File: src/rtl/codificador.sv
//------------------------------------------------------------------------------
// codificador: MSB-priority encoder with zero-latency and registered outputs.
// Revision: 1.0
//------------------------------------------------------------------------------
`default_nettype none

module codificador #(
  parameter int WIDTH = 8
) (
  input  logic                     clk,
  input  logic                     rst,
  input  logic [WIDTH-1:0]         i,
  output logic [$clog2(WIDTH)-1:0] o,
  output logic                     g,
  output logic [$clog2(WIDTH)-1:0] o_q,
  output logic                     g_q
);

  localparam int OW = $clog2(WIDTH);

  logic [OW-1:0] w_idx;
  logic          w_any;
  logic [OW-1:0] r_o_q;
  logic          r_g_q;

  // Ascending scan: each later set bit overwrites, so the highest one wins.
  always_comb begin
    w_idx = '0;
    w_any = 1'b0;
    for (int k = 0; k < WIDTH; k++) begin
      if (i[k]) begin
        w_idx = OW'(k);
        w_any = 1'b1;
      end
    end
  end

  always_ff @(posedge clk) begin
    if (rst) begin
      r_o_q <= '0;
      r_g_q <= 1'b0;
    end else begin
      r_o_q <= w_idx;
      r_g_q <= w_any;
    end
  end

  assign o   = w_idx;
  assign g   = w_any;
  assign o_q = r_o_q;
  assign g_q = r_g_q;

endmodule

`default_nettype wire

File: config.mk
export PLATFORM = sky130hd
export DESIGN_NAME = codificador
export DESIGN_NICKNAME = d
export VERILOG_FILES = /design/src/rtl/codificador.sv
export SDC_FILE = /design/constraint.sdc
export NUM_CORES = 1
export LEC_CHECK = 0
export ABC_AREA = 1
export CORE_AREA = 3 3 40 42
export DETAILED_ROUTE_END_ITERATION = 10
export DIE_AREA = 0 0 43 45
export PLACE_DENSITY = 0.52
export SLEW_MARGIN = 40
export SYNTH_ARGS = -nofsm -noshare
export SYNTH_HDL_FRONTEND = slang
export SYNTH_SLANG_ARGS = --single-unit
File: constraint.sdc
create_clock -name clk -period 2.4 [get_ports clk]
set_clock_uncertainty 0.2 [all_clocks]
set_input_delay 0.6 -clock clk [delete_from_list [all_inputs] [get_ports clk]]
set_output_delay 0.6 -clock clk [all_outputs]
set_load 0.01 [all_outputs]
==> results.md, run 1 <==
Critical path:
- The slowest stage of the critical path belongs to the cell clkdlybuf4s50_1.
- The signal on the critical path passes through clkdlybuf4s50_1 -> inv_2 -> nand3_2 -> buf_4 -> clkdlybuf4s15_1.
- The delay of the slowest critical-path stage is 0.41 ns.
- By startpoint and endpoint, the worst setup path is classified as in -> out.
- STA classifies the critical path endpoint as a primary output.
- The arrival time of data at the critical path endpoint is 1.53 ns.
- The worst setup path is launched from a primary input.
- STA puts the critical path data required time at 1.60 ns.
- The critical-path maximum fanout is 4.

Routing:
- The average wire length per cell after detail routing is 7.19 µm.
- Detailed routing inserted a total of 267 vias.
- The final layout contains routed wiring with a total length of 525 µm.
- The number of DRC markers after the initial detailed-route iteration is 0.
- The total iterations of the first detailed-routing run is 1.
- After detailed routing, the number of vias per cell comes to 3.66.
- The DRC violation count after routing is 0.
- The detail route stage leaves a number of antenna-violating nets equal to 0.

Synth:
- The register bit count reported by yosys is 4.
- When the netlist entered floorplanning its net count stood at 38.
- The synthesized area per cell is 6.97 µm².
- In this run the cell area of the synthesized design comes to 195 µm².
- After synthesis, flip-flops and latches occupy 41.0% of the total area.
- The synthesized design devotes to its leading area cell type 41.0% of total area.
- Sorting the synthesized cells by area gives the leading types as dfxtp_1, nand2_1, inv_1.
- The biggest area contributor in the post-synthesis netlist is dfxtp_1.
- The total number of yosys warnings is 0.
- Counting distinct cell types in the post-synthesis netlist gives 11.
- The cell count after synthesis came out at 28.

STA:
- The max-slew violation count is 0.
- Headroom to the max-slew limit came out at 89.1%.
- The achievable frequency is 429 MHz.
- The final setup violation count is 0.
- The transition time at the pin with the least slew margin is 0.163 ns.
- The final count of hold timing violations came to 0.
- In the final timing run, aggregate negative setup slack is 0 ns.
- The time the worst path needs with I/O delays and setup is 2.33 ns.
- The share of the clock period used by the worst path is 97.2%.
- Setup repair after global routing left no endpoint under its margin.

Worst hold path:
- The path class of the tightest hold or removal check is in -> reg.
- The number of cells on the worst hold path is 4.

Clock tree:
- The number of buffers between clock root and the deepest sink is 2.
- CTS saw 4 sinks.
- Hold repair after CTS inserted 0 buffers.
- The total number of H-tree levels is 1.
- TritonCTS created 3 clock buffers.
- The root buffer cell is clkbuf_4.
- Clock-pin slew was measured on the worst setup and hold paths at 0.03 ns.
- The clock tree from TritonCTS is yes.

Global route:
- The first-pass GRT wire length is 759 µm.
- The initial antenna violation count is 0.
- The total global-route track usage is 5.83%.
- The total overflow reported by the global router is 0.
- Entering global routing, the biggest net connects 5 pins.
- The number of global-route vias before repair is 209.

Pwr:
- The clock power share is 38.5%.
- For this design the static power due to leakage is 0.241 nW.
- The switching share of power is 22.3%.
- Across the VDD grid, the largest voltage drop is 107 µV.
- The power consumption is 0.000207 W.
- Internal power comes to 0.000161 W.
- The combinational share of power is 26.7%.
- The register share of total power is 34.9%.
- The cell area power density is 434 mW/mm².
- For this design the total switching power over the nets is 0.0000462 W.

Die:
- The initial cell density of the core is 15.2%.
- The die covers 0.00194 mm².
- Measured along the y axis, the die boundary spans 45 µm.
- The site row count is 13.
- 18 I/O pins were placed.
- The die extent in x is 43 µm.
- The total core area is 0.00128 mm².

Layout:
- The number of nets at the end of the flow is 70.
- The share of cells above drive strength 1 is 41.4%.
- Relative to the synthesized area, the layout overhead comes to 144%.
- The number of antenna diodes in the final layout is 0.

Run status:
- The flow ran to the end, and the final reports show no timing, DRC or antenna violations.

Placed design:
- The routability congestion estimate is 0.630.
- The count of port buffers added during placement is 17.

Job:
- The max capacitance violation total is 0.
-- final cells by class --
class                      instances  area [µm²]
inverter                           7        26.3
fill                             151         808
multi-input combinational         17        92.6
tap                               15        18.8
sequential                         4        80.1
timing repair buffer              27         236
clock buffer                       3        22.5
-- state kept, by name, indices dropped and copies added (netlist names) --
signal,cells
g_q,1
o_q,3
-- power groups by stage --
stage          registers (W)  clock network, W  logic [W]
4_1_cts            0.0000722         0.0000849  0.0000538
2_1_floorplan      0.0000757                 0  0.0000143
3_3_place_gp       0.0000730                 0  0.0000556
5_1_grt            0.0000730         0.0000918  0.0000593
3_5_place_dp       0.0000732                 0  0.0000559
6_report           0.0000721         0.0000796  0.0000552
-- cells in the mapped netlist --
cell / instances
a21oi_2: 1
a31oi_1: 2
dfxtp_1: 4
inv_1: 4
inv_2: 3
nand2_1: 6
nand3_1: 2
nand3_2: 1
nor2_1: 2
nor2_2: 2
o21ai_1: 1
-- cell usage in the layout, fill, tap and decap left out --
cell and instances:
nor2_1 2, inv_1 3, dfxtp_1 4, dlygate4sd2_1 3, a31oi_1 2, nor2_2 2
nand3_1 2, buf_4 10, dlymetal6s2s_1 2, inv_2 4, o21ai_2 1, nand2_1 6
clkdlybuf4s50_1 9, clkdlybuf4s15_1 1, clkbuf_4 3, nand3_2 1, buf_2 2, a21oi_2 1
-- critical path: cells and delay by family --
family	cells	cell delay, ns
buf+inv	4	0.85
simple gates	1	0.08
-- logic make-up (layout without fill, tap and decap cells) --
kind of cell | after synthesis | in the layout | synth area share (%)
simple gates | 13 | 13 | 32.1
flops | 4 | 4 | 41.0
compound gates | 4 | 4 | 13.5
buf+inv | 7 | 37 | 13.5
-- worst paths after layout --
kind	endpoint	slack (ns)	startpoint
worst min-delay path	o_q[1]	0.64	i[3]
worst max-delay path	o[2]	0.07	i[6]
-- metal layers --
metal	track usage, %	wire length [µm]	part of all wire, %	up-vias
met5	0	0	0	-
met4	5.42	0	0	0
met3	3.59	59	11	0
met2	8.08	283	54	12
met1	6.04	183	35	108
li1	-	-	-	147
-- timing repair --
item | CTS | global route
gates resized for setup | 14 | 3
setup endpoints to repair | 4 | 4
hold endpoints to repair | 0 | 0
pin swaps | 3 | 2
setup buffers | 1 | 2
-- stage by stage --
| step | setup slack [ns] | util [%] | std cells | hold slack (ns) | area [µm²] |
|---|---|---|---|---|---|
| 2_1_floorplan | 0.554 | - | 28 | 0.462 | 195 |
| 3_3_place_gp | -0.344 | 34.0 | 67 | 1.03 | 437 |
| 3_5_place_dp | -0.342 | 34.0 | 67 | 1.03 | 437 |
| 4_1_cts | 0.00217 | 36.0 | 71 | 0.726 | 463 |
| 5_1_grt | 0.00457 | 37.1 | 73 | 0.678 | 477 |
| 6_report | 0.0665 | 37.1 | 73 | 0.644 | 477 |
Power figures use the tool's default switching activity.
==> run 2: changes to the inputs <==
==> constraint.sdc (replaced) <==
create_clock -name clk -period 2.4 [get_ports clk]
set_clock_uncertainty 0.2 [all_clocks]
set_input_delay 0.6 -clock clk [delete_from_list [all_inputs] [get_ports clk]]
set_output_delay 0.6 -clock clk [all_outputs]
set_load 0.1 [all_outputs]
==> results.md, run 2 (same netlist as run 1, synthesis figures left out) <==
Die:
- The die span in y came to 45 µm (unchanged).
- The number of primary I/O pins is 18 (unchanged).
- The area enclosed by the die boundary was 0.00194 mm² (unchanged).
- The initial cell density of the core is 15.2% (unchanged).
- The site row count was 13 (unchanged).
- The total core area is 0.00128 mm² (unchanged).
- The die extent in x is 43 µm (unchanged).

Placed design:
- The half-perimeter wire length after placement is 475 µm.
- The total instance count after detailed placement is 67 (unchanged).
- The count of port buffers added during placement came to 17 (unchanged).
- The pre-CTS setup slack was -0.113 ns (+0.229 ns).
- The routability congestion estimate was 0.633 (+0.44%).

Critical path:
- The critical path capture point is g.
- The critical path data required time is 1.60 ns (about the same).
- The count of buffer and inverter cells on the critical path was 4 (unchanged).
- STA classifies the critical path startpoint as a primary input.
- The most numerous cell on the critical path is inv_2.
- The critical-path maximum fanout is 4 (unchanged).
- The critical path's slowest cell is clkdlybuf4s50_1.
- The kind of critical path is in -> out.
- In this design, the largest share of critical-path delay is due to buffers and inverters.
- The arrival time of data at the critical path endpoint came to 1.54 ns (about the same).
- The cell count along the critical path is 6 (+1).
- The delay of the slowest critical-path stage came to 0.41 ns (about the same).
- Traced cell by cell, the critical path runs through clkdlybuf4s50_1 -> inv_2 -> nand3_4 -> nor2_4 -> inv_2 -> buf_12.
- The critical path startpoint is i[7].
- The nature of the critical path endpoint is a primary output.

Layout:
- Leaving out fill and tap cells, the most frequent cell in the layout is buf_4.
- The final cell count without fillers came to 78 (+6.8%).
- The area growth from synthesis to layout is 190%.
- The number of nets at the end of the flow came to 75 (+7.1%).
- In the layout the commonest cells are buf_4, inv_2, nand2_1, dlygate4sd2_1.
- The share of cells above drive strength 1 was 57.1% (+16 points).
- The total inserted antenna cells is 0 (unchanged).
- The flip-flop count of the largest register after layout is 3 (unchanged).

STA:
- The headroom to the max-slew limit is 81.6% (-7.5 points).
- The share of the clock period used by the worst path is 97.6% (+0.40 points).
- The setup TNS is 0 ns (unchanged).
- Setup repair after global routing left no endpoint under its margin.
- The transition time at the pin with the least slew margin was 0.278 ns (+0.115 ns).
- The final setup violation count is 0 (unchanged).
- The final count of hold timing violations is 0 (unchanged).
- The time the worst path needs with I/O delays and setup is 2.34 ns (+0.00958 ns).
- The max-slew violation count is 0 (unchanged).
- The post-layout worst setup margin is 0.0569 ns (-0.00958 ns).
- The achievable frequency came to 427 MHz (-0.41%).
- The worst hold slack came to 0.678 ns (+0.0339 ns).

Routing:
- The number of nets with antenna violations after detailed routing came to 0 (unchanged).
- The DRC violation count after routing came to 0 (unchanged).
- The detailed-route wire length was 678 µm (+29%).
- The average vias per placed instance is 3.83 (+4.8%).
- The vias after detailed routing is 299 (+12%).
- The total iterations of the first detailed-routing run is 2 (+1).
- The number of DRC markers after the initial detailed-route iteration was 7 (+7).
- The average wire length per cell after detail routing is 8.69 µm (+21%).

Global route:
- The initial antenna violation count is 0 (unchanged).
- The total overflow reported by the global router is 0 (unchanged).
- The number of global-route vias before repair is 279 (+33%).
- The first-pass GRT wire length is 1.04 mm (+36%).
- The maximum number of pins on one net before global-route repair is 5 (unchanged).
- The total global-route track usage is 7.74% (+1.9 points).

Clock tree:
- The clock tree from TritonCTS is yes.
- The count of clock tree sinks was 4 (unchanged).
- The total clock buffers created by CTS came to 3 (unchanged).
- The number of hold-repair buffers added at the cts stage came to 0 (unchanged).
- The total number of H-tree levels is 1 (unchanged).
- The clock slew seen by the registers of the worst setup and hold paths was 0.04 ns (about the same).
- The root buffer cell chosen for the clock tree is clkbuf_4.
- The number of buffers between clock root and the deepest sink is 2 (unchanged).

Run status:
- The flow ran to the end, and the final reports show no timing, DRC or antenna violations.

Worst hold path:
- The worst min-delay path class is in -> reg.

Pwr:
- The cell area power density is 489 mW/mm² (+13%).
- The largest vdd supply drop is 161 µV (+51%).
- The cell leakage power was 0.291 nW (+21%).

Job:
- The max capacitance violation total came to 0 (unchanged).
[run 2: power by group]
part	switching, W	internal (W)
registers	0.000000979	0.0000712
logic	0.0000755	0.0000466
clock network	0.0000262	0.0000558
[run 2: routing by layer]
metal / vias to the layer above / global-route usage, % / wire [µm]
met5: - / 0 / 0
met4: 0 / 9.04 / 19
met3: 2 / 1.20 / 60
met2: 14 / 14.7 / 387
met1: 126 / 6.27 / 210
li1: 157 / - / -
[run 2: stage by stage]
stage / area [µm²] / util [%] / total power, W
global placement: 474 / 36.9 / 0.000183
floorplan: 203 / - / 0.000138
CTS: 551 / 42.8 / 0.000279
finish: 566 / 44.0 / 0.000276
detailed placement: 474 / 36.9 / 0.000184
global route: 566 / 44.0 / 0.000294
[run 2: worst min-delay path by stage]
stage                      start     end  slack (ns)  cells after the start
after global placement    o_q[0]  o_q[0]        0.90                      1
after floorplan              rst  o_q[0]        0.46                      1
after CTS                   i[3]  o_q[1]        0.75                      4
after global routing        i[6]     g_q        0.73                      6
after detailed placement     g_q     g_q        0.90                      1
final                       i[6]     g_q        0.68                      6
[run 2: final cells by class]
class | instances | area, µm²
well taps | 15 | 18.8
flip-flops and latches | 4 | 80.1
fillers | 140 | 719
repair buffers | 32 | 309
inverters | 7 | 26.3
clock buffers | 3 | 22.5
multi-input cells | 17 | 109
[run 2: repair_timing]
action                     in CTS  in global routing
resized for setup               8                  3
setup endpoints to repair       4                  1
setup buffers                   7                  1
pin swaps                       2                  0
